File: src/rtl/adder_serial_n.sv
// Digit-serial two's-complement adder/subtractor with valid/ready handshakes, DIGIT bits per cycle, LSD first.
// Optional feature: define ADDER_SERIAL_OVF_EN to build signed-overflow detection; otherwise ovf is tied to 0.
module adder_serial_n #(
  parameter int WIDTH = 16,
  parameter int DIGIT = 4
) (
  input  logic             clk,
  input  logic             rst,
  input  logic             in_valid,
  output logic             in_ready,
  input  logic [WIDTH-1:0] a,
  input  logic [WIDTH-1:0] b,
  input  logic             cin,
  input  logic             sub,
  output logic             out_valid,
  input  logic             out_ready,
  output logic [WIDTH-1:0] sum,
  output logic             cout,
  output logic             ovf
);

  localparam int NDIG = WIDTH / DIGIT;
  localparam int CW   = (NDIG > 1) ? $clog2(NDIG) : 1;

  typedef enum logic [1:0] {
    IDLE = 2'd0,
    RUN  = 2'd1,
    DONE = 2'd2
  } state_t;

  state_t state_reg, state_next;

  logic [WIDTH-1:0] a_reg;
  logic [WIDTH-1:0] b_reg;
  logic [WIDTH-1:0] sum_reg, sum_next;
  logic [CW-1:0]    cnt_reg;
  logic             carry_reg;
  logic             cout_reg;

  logic [DIGIT-1:0] a_dig [NDIG];
  logic [DIGIT-1:0] b_dig [NDIG];
  logic [DIGIT-1:0] a_cur;
  logic [DIGIT-1:0] b_cur;
  logic [DIGIT:0]   dig_add;
  logic             last_dig;
  logic             run_step;
  logic             accept;

  // Slice the latched operands into digits so the active one is a plain mux.
  for (genvar gi = 0; gi < NDIG; gi++) begin : g_dig
    assign a_dig[gi] = a_reg[gi*DIGIT +: DIGIT];
    assign b_dig[gi] = b_reg[gi*DIGIT +: DIGIT];
    assign sum_next[gi*DIGIT +: DIGIT] =
      (run_step && (cnt_reg == CW'(gi))) ? dig_add[DIGIT-1:0] : sum_reg[gi*DIGIT +: DIGIT];
  end

  assign a_cur    = a_dig[cnt_reg];
  assign b_cur    = b_dig[cnt_reg];
  assign dig_add  = {1'b0, a_cur} + {1'b0, b_cur} + {{DIGIT{1'b0}}, carry_reg};
  assign last_dig = (cnt_reg == CW'(NDIG - 1));
  assign run_step = (state_reg == RUN);
  assign accept   = (state_reg == IDLE) && in_valid;

  always_ff @(posedge clk) begin
    if (rst) state_reg <= IDLE;
    else     state_reg <= state_next;
  end

  always_comb begin
    state_next = state_reg;
    in_ready   = 1'b0;
    out_valid  = 1'b0;
    case (state_reg)
      IDLE: begin
        in_ready = 1'b1;
        if (in_valid) state_next = RUN;
      end
      RUN: begin
        if (last_dig) state_next = DONE;
      end
      DONE: begin
        out_valid = 1'b1;
        if (out_ready) state_next = IDLE;
      end
      default: state_next = IDLE;
    endcase
  end

  always_ff @(posedge clk) begin
    if (rst) begin
      a_reg     <= '0;
      b_reg     <= '0;
      sum_reg   <= '0;
      cnt_reg   <= '0;
      carry_reg <= 1'b0;
      cout_reg  <= 1'b0;
    end else begin
      sum_reg <= sum_next;
      if (accept) begin
        // Subtraction is A + ~B + 1, so invert B once here and seed the carry.
        a_reg     <= a;
        b_reg     <= sub ? ~b : b;
        carry_reg <= sub ? 1'b1 : cin;
        cnt_reg   <= '0;
      end else if (run_step) begin
        carry_reg <= dig_add[DIGIT];
        if (last_dig) cout_reg <= dig_add[DIGIT];
        else          cnt_reg  <= cnt_reg + CW'(1);
      end
    end
  end

`ifdef ADDER_SERIAL_OVF_EN
  logic msb_carry_reg;
  logic msb_carry;
  logic ovf_reg;

  // Carry into the MSB is recovered from the MSB sum bit of the final digit.
  assign msb_carry = a_cur[DIGIT-1] ^ b_cur[DIGIT-1] ^ dig_add[DIGIT-1];

  always_ff @(posedge clk) begin
    if (rst) begin
      msb_carry_reg <= 1'b0;
      ovf_reg       <= 1'b0;
    end else if (run_step && last_dig) begin
      msb_carry_reg <= msb_carry;
      ovf_reg       <= msb_carry ^ dig_add[DIGIT];
    end
  end

  assign ovf = ovf_reg;
`else
  assign ovf = 1'b0;
`endif

  assign sum  = sum_reg;
  assign cout = cout_reg;

endmodule

File: config.mk
export PLATFORM = sky130hd
export DESIGN_NAME = adder_serial_n
export DESIGN_NICKNAME = d
export VERILOG_FILES = /design/src/rtl/adder_serial_n.sv
export SDC_FILE = /design/constraint.sdc
export NUM_CORES = 1
export LEC_CHECK = 0
export CORE_AREA = 2 2 78 80
export DETAILED_ROUTE_END_ITERATION = 8
export DIE_AREA = 0 0 80 82
export PLACE_DENSITY_LB_ADDON = 0.15
export SETUP_SLACK_MARGIN = 0.4
export SLEW_MARGIN = 0
export SYNTH_ARGS = -nofsm -noshare
export SYNTH_HDL_FRONTEND = slang
export SYNTH_SLANG_ARGS = --single-unit
File: constraint.sdc
create_clock -name clk -period 3.4 [get_ports clk]
set_input_delay 0.51 -clock clk [delete_from_list [all_inputs] [get_ports clk]]
set_output_delay 0.51 -clock clk [all_outputs]
set_load 0.005 [all_outputs]
Word-level counts from Yosys, hierarchy flattened:

Cells that the tools add are included.
Widths: inputs -> output; s select.

* bits of input ports: 38
* memories: 0
* latch bits: 0
* word-level logic and storage cells: 54
* register bits: 54
* RAM bits: 0
* memory bits (read-only): 0

* add/sub/neg operators: 3
* div/mod/pow operators: 0
* shift operators: 0
* $lt $le $gt $ge: 1
* bitwise operators: 4
* equality and inequality tests: 8
* reduce and logical (&&, ||, !) cells: 12
* $mul: 0
* multiplexer cells: 16

Operators by type and width (count)
* $bmux 4 s2: 2
* $mux 16: 1
* $mux 4: 4
* $not 16->16: 1
* $eq 2x2->1 const B: 3
* $mux 2: 3
* $ne 2x2->1 const B: 3
* $pmux 2 s3: 1
* $reduce_and 3->1: 2
* $add 4x4->5: 1
* $add 5x1->5: 1
* $logic_and 1x1->1: 5
* $mux 1: 5
* $eq 2x1->1 const B: 2
* $logic_not 2->1: 2
* $ge 3x3->1 const B: 1
* $not 2->3: 1
* $add 2x1->2 const B: 1
* $not 1->1: 2
* $reduce_and 2->1: 1
* $reduce_bool 2->1: 1
* $reduce_or 2->1: 1

Longest topological paths before layout:

Gate-level depths: netlist (run 1).

* word-level depth: 8
* depth in mapped cells: 9
* gate-level depth less buffers: 8

Worst setup path before layout (run 1):

No wires, ideal clock.

* path kind: register -> register
* start point: register cnt_reg[0]
* end point: register carry_reg
* required time: 3.267 ns
* setup slack: 1.050 ns
* cell stages (with the launch flop): 10
* arrival: 2.217 ns
* period minus slack after synthesis: 2.350 ns
* library setup time: 0.133 ns
* path through: dfxtp_1 -> buf_2 -> mux4_2 -> inv_1 -> fa_1 -> inv_1 -> fa_1 -> a21o_1 -> a21oi_1 -> o311ai_1

* word-level cells in the longest chain between the ends: 8

RTL lines
* start, declared: line 36 `logic [CW-1:0] cnt_reg;`
* start signal, assigned: line 108 `else cnt_reg <= cnt_reg + CW'(1);`
* $not 2->3 (implied by the code) *: line 57, 58
* $bmux 4 s2 (on tied branches): line 57, 58
* $mux 4 (on tied branches) (2 in series): line 57, 58
* $add 4x4->5 *: line 59 `assign dig_add = {1'b0, a_cur} + {1'b0, b_cur} + {{DIGIT{1'b0}}, carry_reg};`
* $add 5x1->5 *: line 59
* $mux 1 *: line 105 `end else if (run_step) begin`
* $mux 1 *: line 99 `if (accept) begin`
* end signal, assigned: line 103 `carry_reg <= sub ? 1'b1 : cin;`
* end signal, assigned: line 106 `carry_reg <= dig_add[DIGIT];`
* end, declared: line 37 `logic carry_reg;`

Every way passes the cells marked *; elsewhere a longest branch is shown, timed or not. The select of a mux whose other input is x is not followed.
A chain may end at the register's enable or synchronous reset.

Worst setup path in the final report (run 1):

* start point: register cnt_reg[0]
* end point: register cout_reg, in the netlist cout

* word-level cells in the longest chain between the ends: 6

RTL lines
* $not 2->3 (implied by the code): line 57, 58
* $bmux 4 s2 (on tied branches): line 57, 58
* $mux 4 (on tied branches) (2 in series): line 57, 58
* $add 4x4->5: line 59
* $add 5x1->5: line 59
* end signal, assigned: line 107 `if (last_dig) cout_reg <= dig_add[DIGIT];`
* end, declared: line 38 `logic cout_reg;`

Several ways; a longest one is shown, not always the timed one. The select of a mux whose other input is x is not followed.

==> metrics.yaml, run 1 <==
status: "finished, final reports clean"
ys_seq_area_frac: 0.429
grtUsageTotal: 0.158
synthToLayoutAreaGrowth_pct: 28.2
cts_hold_buffers: 0
ctsLongestPathBuffers: 2
worstPathMaxFanout: 7
die_width_um: 80
cellPowerDensity_mw_per_mm2: 448
cp-start-kind: "flip-flop"
antenna_found_initial: 0
rsz0062_at_grt: "no"
drt-total-wl_um: 4900
h-tree-depth: 2
final.period_utilization: 0.764
tns_ns: 0
drc: 0
setup_viol: 0
die_y_um: 82
drive_above_1_share: 0.0698
final_area_mm2: 0.00323
period_needed_ns: 2.60
whs_path_depth: 2
synthMuxAreaShare: 0.0915
grt_pass1_wl_um: 8120
synth_simple_gate_area_frac: 0.174
netlist_area_mm2: 0.00252
max_slew_margin: 0.526
place_area_mm2: 0.00309
yosysTopAreaCell: "dfxtp_1"
synth-seq-cells: 54
fmax_mhz: 385
yosys.area.top_type_share: 0.429
p_leak_uw: 0.00116
grt_pass1_vias: 1817
via_per_inst: 4.95
synth-xor-area-share: 0.0626
initialDrtViolationCount: 89
hold_violations: 0
ant_nets: 0
yosysWarnings: 0
synth_compound_area_frac: 0.133
hold_class: "flip-flop to flip-flop"
fin_nets: 361
synthTopCellsByArea: "dfxtp_1, a211oi_1, mux4_2"
ir_worst_vdd_v: 0.000249
maxSlewViolCount: 0
layout_common_cells: "clkdlybuf4s50_1, dfxtp_1, nand2_1, nor2_1, a211oi_1"
place.gp.congestion: 0.815
start_util: 0.438
r2r_cells: 9
core_mm2: 0.00575
ys_types: 32
cp_data_required_time_ns: 3.56
dpl.hpwl_um: 3660
cpMaxStageDelayCell: "mux4_2"
skew_ns: 0.00745
crit_chain: "buf_4 > mux4_2 > inv_1 > fa_1 > inv_1 > fa_1 > a21o_1 > a21oi_1 > a211oi_1"
syn_nets: 318
grt_start_max_net_pins: 52
cp-end-kind: "flip-flop"
routedWlPerCell_um: 12.6
cts_resized: 0
dieArea_mm2: 0.00656
portBuffers: 56
final_common_cell: "clkdlybuf4s50_1"
cts.clk_slew.worst_paths_ns: 0.09
synth_fa_ha_area_frac: 0.0507
path_class: "flip-flop to flip-flop"
cts_tree: "yes"
firstDrtPassIters: 4
synth_top_family_by_area: "simple AND/OR/NAND/NOR gates"
crit_family: "adder cells"
drv_cap: 0
num_vias: 1930
synthCells: 271
worstMarginPinSlew_ns: 0.709
overflow: 0
cp_num_buf_inv: 3
rows: 28
num_antenna_cells: 0
root_buffer: "clkbuf_8"
io_pins: 58
slowest_delay_ns: 0.52
arrival_ns: 2.76
numCtsBuffers: 5
cp_num_cells: 9
clock-sinks: 54
syn_avg_cell_area_um2: 9.29
worstSkewPairLatency_ns: 0.30
post_cts_buffers: 0
-- routing by layer --
metal,global-route usage,part of all wire
met4,0.0576,0.017
met3,0.0429,0.042
met2,0.268,0.48
met5,0,0
met1,0.195,0.46
-- Yosys cell counts (all sizes together) --
cell type / instances
or3: 1
o221ai: 4
a211oi: 25
nand4: 4
nand3b: 1
fa: 2
nor2b: 2
buf: 10
inv: 7
or2b: 1
or3b: 1
nand4b: 1
nor3: 2
a21o: 1
conb: 1
nor3b: 2
o311ai: 1
nand2b: 4
mux2i: 5
mux4: 8
dfxtp: 54
clkbuf: 14
nand2: 36
nor2: 35
and3b: 4
xnor2: 18
and2: 1
a21oi: 19
ha: 7
-- area by class of cell --
cell class / instances / area, µm²
multi-input cells: 186 / 1300
well taps: 75 / 93.8
clock buffers: 6 / 82.6
clock inverters: 2 / 60.1
repair buffers: 60 / 586
fillers: 562 / 2520
flip-flops and latches: 54 / 1080
inverters: 7 / 26.3
-- through the flow --
stage | power, µW | cells | setup WS (ns) | util | hold slack [ns]
after floorplan | 860 | 271 | 1.05 | - | 0.433
after global placement | 947 | 382 | 0.932 | 0.537 | 0.445
after detailed placement | 950 | 382 | 0.804 | 0.537 | 0.446
after CTS | 1460 | 390 | 0.793 | 0.562 | 0.460
after global routing | 1520 | 390 | 0.618 | 0.562 | 0.482
final | 1450 | 390 | 0.803 | 0.562 | 0.459
-- worst paths after layout --
check | startpoint | to | slack [ns]
worst max-delay path | cnt_reg[0] | cout | 0.80
worst min-delay path | a_reg[2] | a_reg[2] | 0.46
worst max register to register | cnt_reg[0] | cout | 0.80
worst min register to register | a_reg[2] | a_reg[2] | 0.46
-- logic make-up after synthesis --
group | Yosys count
fa+ha+maj | 9
buf+inv | 31
flops | 54
other cells | 1
xor+xnor | 18
compound gates | 50
mux | 13
simple gates | 95
-- power by group --
group          total (µW)  internal, µW  switching (µW)
clock                 514           314             200
combinational         237           127             110
sequential            694           671            23.4
total                1450          1110             334
-- worst register-to-register path, delay by kind of cell (launching register included) --
| family | cells | cell delay (ns) |
|---|---|---|
| adder cells (fa/ha/maj) | 2 | 0.58 |
| flip-flops | 1 | 0.48 |
| buffers and inverters | 3 | 0.39 |
| AO/OA/AOI/OAI | 3 | 0.48 |
| multiplexers | 1 | 0.52 |
Note: power is estimated with default switching activity, not from simulation.
==> inputs of run 2 (changes only) <==
- clock period: 3.4 -> 2.4 ns (I/O delays scaled with it)
==> metrics.yaml, run 2 (synthesized netlist as in run 1, its figures left out) <==
ir_worst_vdd_v: 0.000287
start_util: 0.438
numCtsBuffers: 5
drv_cap: 0
grt_pass1_wl_um: 8060
drc: 0
hold_violations: 0
setup_viol: 0
ff_latch_area_mm2: 0.00109
antenna_found_initial: 0
root_buffer: "clkbuf_8"
status: "finished, final reports clean"
grtUsageTotal: 0.158
drt-total-wl_um: 4940
firstDrtPassIters: 4
pre_cts_ws_ns: 0.132
hold_slack_ns: 0.462
portBuffers: 56
ctsLongestPathBuffers: 2
io_pins: 58
final.period_utilization: 0.889
tns_ns: 0
fmax_mhz: 469
cts_hold_buffers: 0
cp-end-kind: "flip-flop"
fin_nets: 367
rows: 28
ant_nets: 0
fin_ws_ns: 0.266
worstSkewPairLatency_ns: 0.30
path_class: "flip-flop to flip-flop"
cts_tree: "yes"
worstMarginPinSlew_ns: 0.658
period_needed_ns: 2.13
fill_cells: 524
num_vias: 1958
h-tree-depth: 2
routedWlPerCell_um: 12.5
die_width_um: 80
dieArea_mm2: 0.00656
totalPowerFinal_uw: 1870
cellPowerDensity_mw_per_mm2: 566
cp-start-kind: "flip-flop"
overflow: 0
maxSlewViolCount: 0
worstPathMaxFanout: 5
synthToLayoutAreaGrowth_pct: 31.4
multiInputGateArea_mm2: 0.00136
max_slew_margin: 0.562
cts.clk_slew.worst_paths_ns: 0.09
num_antenna_cells: 0
grt_pass1_vias: 1736
cp_data_required_time_ns: 2.62
grt_start_max_net_pins: 52
clock-sinks: 54
drive_above_1_share: 0.131
via_per_inst: 4.94
p_leak_uw: 0.00118
dpl.hpwl_um: 3710
final_common_cell: "clkdlybuf4s50_1"
die_y_um: 82
skew_ns: 0.00420
hold_class: "flip-flop to flip-flop"
arrival_ns: 2.35
place.gp.congestion: 0.818
initialDrtViolationCount: 50
layout_common_cells: "clkdlybuf4s50_1, dfxtp_1, nand2_1, nor2_1, a211oi_1"
rsz0062_at_grt: "yes"
core_mm2: 0.00575
==> run 2: timing repair <==
| action | CTS | global route |
|---|---|---|
| setup buffers | 3 | 0 |
| resized for setup | 12 | 3 |
| endpoints found under the setup margin | 14 | 15 |
| pin swaps | 4 | 2 |
| endpoints found under the hold margin | 0 | 0 |
==> run 2: worst paths after layout <==
kind / start / to / slack, ns / cells past startpoint
setup reg to reg: cnt_reg[0] / sum[14] / 0.27 / 8
setup / recovery: cnt_reg[0] / sum[14] / 0.27 / 8
hold reg to reg: a_reg[13] / a_reg[13] / 0.46 / 2
hold / removal: a_reg[13] / a_reg[13] / 0.46 / 2
==> run 2: where the power goes <==
group	leakage (µW)	internal (µW)	switching, µW
sequential	0.000444	950	33.5
clock	0.0000482	233	276
combinational	0.000686	210	171
total	0.00118	1390	480
==> run 2: through the flow <==
stage          instances  area (µm²)  utilization
4_1_cts              396        3300        0.574
3_3_place_gp         385        3130        0.545
5_1_grt              396        3310        0.576
2_1_floorplan        271        2540            -
6_report             396        3310        0.576
3_5_place_dp         385        3130        0.545
==> run 2: layer usage <==
metal	part of all wire	vias up	wire, µm	global-route usage
met1	0.44	878	2200	0.198
met4	0.013	0	66	0.0644
met3	0.046	6	228	0.0319
met5	0	-	0	0
li1	-	1025	-	-
met2	0.50	49	2450	0.268
==> run 2: layout make-up <==
cell class | instances | area share
multi-input combinational | 186 | 0.411
tap | 75 | 0.0284
sequential | 54 | 0.328
clock buffer | 7 | 0.0261
clock inverter | 1 | 0.00151
timing repair buffer | 66 | 0.197
inverter | 7 | 0.00794
==> run 2: critical path: stages (launching register included) <==
cell and delay (ns):
dfxtp_4 0.39, mux4_2 0.51, inv_2 0.07, fa_2 0.20, inv_2 0.04, fa_2 0.34
buf_6 0.14, xnor2_4 0.14, a211oi_1 0.22
==> RTL change, RTL diff (flow settings as in run 2) <==
Take the reset off `sum_reg` and load it in a clocked block of its own.
--- a/src/rtl/adder_serial_n.sv
+++ b/src/rtl/adder_serial_n.sv
@@ -92,3 +92,2 @@
       b_reg     <= '0;
-      sum_reg   <= '0;
       cnt_reg   <= '0;
@@ -97,3 +96,2 @@
     end else begin
-      sum_reg <= sum_next;
       if (accept) begin
@@ -110,2 +108,6 @@
     end
+  end
+
+  always_ff @(posedge clk) begin
+    sum_reg <= sum_next;
   end
Behaviour: differs if rst is asserted again (counterexample within 4 cycles, from zero or initial values and one cycle with rst high); with rst held inactive, the same outputs for 10 cycles.
==> RTL change against run 2 <==
Clock power rose by 16%; highest routed layer unchanged; sequential share of layout area rose by 4.7 points; routed wire length fell by 4.6%; largest power group unchanged; cell area rose by 0.45%; area after synthesis fell by 1.3%; sequential cell count did not move; via count fell by 15%; setup slack improved by 0.0070 ns; clock skew rose by 0.0043 ns; total power rose by 7.6%.
==> RTL change: results (changes against run 2) <==
syn nets=270 (-15%); status=finished clean; Finished Layout Cells=357 (-9.8%); Gate Count Post-Synth=223 (-18%); Critical Path AT=2.17 ns (-0.18 ns); Worst IR Drop VDD=0.260 mV (-9.3%); Ys Warns=0 (unchanged); H-Tree Depth=2 (unchanged); reg2reg start=cnt_reg[0]$_SDFFE_PP0P_; clk buf depth=2 (unchanged); most frequent cells after synthesis=dfxtp_1, nand2_1, nor2_1; Synth area leaders=dfxtp_1, edfxtp_1, a211oi_2; WHS=0.461 ns (-0.000984 ns); Synth Flop Type=dfxtp_1; IO buf count=56 (unchanged); layout cells sized above 1=0.206 (+0.0748); initial antenna violation count=0 (unchanged); DR iter-0 viols=49 (-2.0%); Post-synth EDFFs=16 (+16); largest net degree at the start of global routing=53 (+1.9%); worst hold endpoint=a_reg[8]$_SDFFE_PP0P_; Pleak=1.19 nW (+1.1%); total CTS buffers=5 (unchanged); hold wc startpoint=a_reg[8]$_SDFFE_PP0P_; Worst-path clk slew=0.09 ns (about the same); Placed Area=3130 um^2 (about the same); clk_skew=0.00851 ns (+0.00430 ns); GP Congestion=0.779 (-4.8%); Async S/R FF share, synth=0 (unchanged); Post-layout nets=328 (-11%); hpwl dp=3.48 mm (-6.3%); vias in the first global route=1,623 (-6.5%); sequential-to-total area share from yosys stat=0.500 (+0.0703); via-per-instance ratio=4.67 (-5.6%); R2R depth=7 (-1); R2R Path End=sum[10]$_DFFE_PP_; drt pass-1 iters=4 (unchanged); placed cell count=345 (-10%); first-pass GRT wire length=7.78 mm (-3.5%); Max-slew headroom=0.609 (+0.0478); pre-CTS WS=0.200 ns (+0.0686 ns); HP Class=reg2reg; critical path fanouts, max=4 (-1); Synth cell types=31 (-3.1%); GRT Overall Usage=0.156 (-0.00178); wire per inst=13.2 um (+5.8%)
-- RTL change: cell types whose count changed after synthesis, sizes merged, moves of 4 or more --
| cell | change |
|---|---|
| dfxtp | -16 |
| edfxtp | +16 |
| nor2 | -15 |
| clkbuf | -11 |
| a211oi | -8 |
| and3b | -4 |
| mux2i | -4 |
| nand4 | -4 |
-- RTL change: layer usage --
metal	share of wire	routed length [um]	global-route usage	vias up
li1	-	-	-	878
met1	0.49	2310	0.203	739
met2	0.46	2160	0.255	44
met3	0.042	196	0.0418	5
met4	0.011	53	0.0508	0
met5	0	0	0	-
-- RTL change: cells by family after synthesis --
| family | after synthesis | share of synthesized area |
|---|---|---|
| and+or+nand+nor | 67 | 0.121 |
| DFF | 54 | 0.500 |
| AOI/OAI and AO/OA | 40 | 0.135 |
| buffers and inverters | 24 | 0.0474 |
| xor gates and xnor gates | 19 | 0.0670 |
| adders and majority gates | 9 | 0.0514 |
| muxes | 9 | 0.0766 |
| other | 1 | 0.00151 |
-- RTL change: worst max path at each step --
| stage | startpoint | endpoint | slack (ns) | cells past startpoint |
|---|---|---|---|---|
| 6_report | cnt_reg[0]$_SDFFE_PP0P_ | sum[10]$_DFFE_PP_ | 0.27 | 7 |
| 5_1_grt | cnt_reg[0]$_SDFFE_PP0P_ | carry_reg$_SDFFE_PP0P_ | 0.18 | 8 |
| 4_1_cts | cnt_reg[0]$_SDFFE_PP0P_ | sum[10]$_DFFE_PP_ | 0.27 | 7 |
| 3_5_place_dp | cnt_reg[0]$_SDFFE_PP0P_ | carry_reg$_SDFFE_PP0P_ | 0.20 | 8 |
| 3_3_place_gp | cnt_reg[0]$_SDFFE_PP0P_ | carry_reg$_SDFFE_PP0P_ | 0.25 | 8 |
| 2_1_floorplan | cnt_reg[0]$_SDFFE_PP0P_ | carry_reg$_SDFFE_PP0P_ | 0.25 | 9 |
-- RTL change: power breakdown --
part | switching, mW | total (mW) | internal (mW) | leakage [nW]
combinational | 0.175 | 0.382 | 0.207 | 0.674
clock | 0.272 | 0.588 | 0.316 | 0.0554
sequential | 0.0325 | 1.05 | 1.01 | 0.462
-- RTL change: area by class of cell --
class | instances | area, um^2
flip-flops and latches | 54 | 1250
clock inverters | 1 | 30.0
repair buffers | 67 | 659
well taps | 75 | 93.8
multi-input cells | 145 | 1190
fillers | 529 | 2420
inverters | 8 | 30.0
clock buffers | 7 | 77.6
-- RTL change: critical path, stage by stage, from the launching register on --
cell and delay [ns]:
dfxtp_4 0.38, mux4_2 0.50, inv_2 0.07, fa_2 0.21, inv_2 0.04, fa_2 0.33
buf_4 0.15, xor2_2 0.18
-- RTL change: what timing repair did --
action                                  in CTS  in global routing
setup buffers                                2                  2
hold endpoints to repair                     0                  0
gates resized for setup                      3                 10
pin swaps                                    0                  3
hold buffers                                 0                  0
endpoints found under the setup margin      14                 14
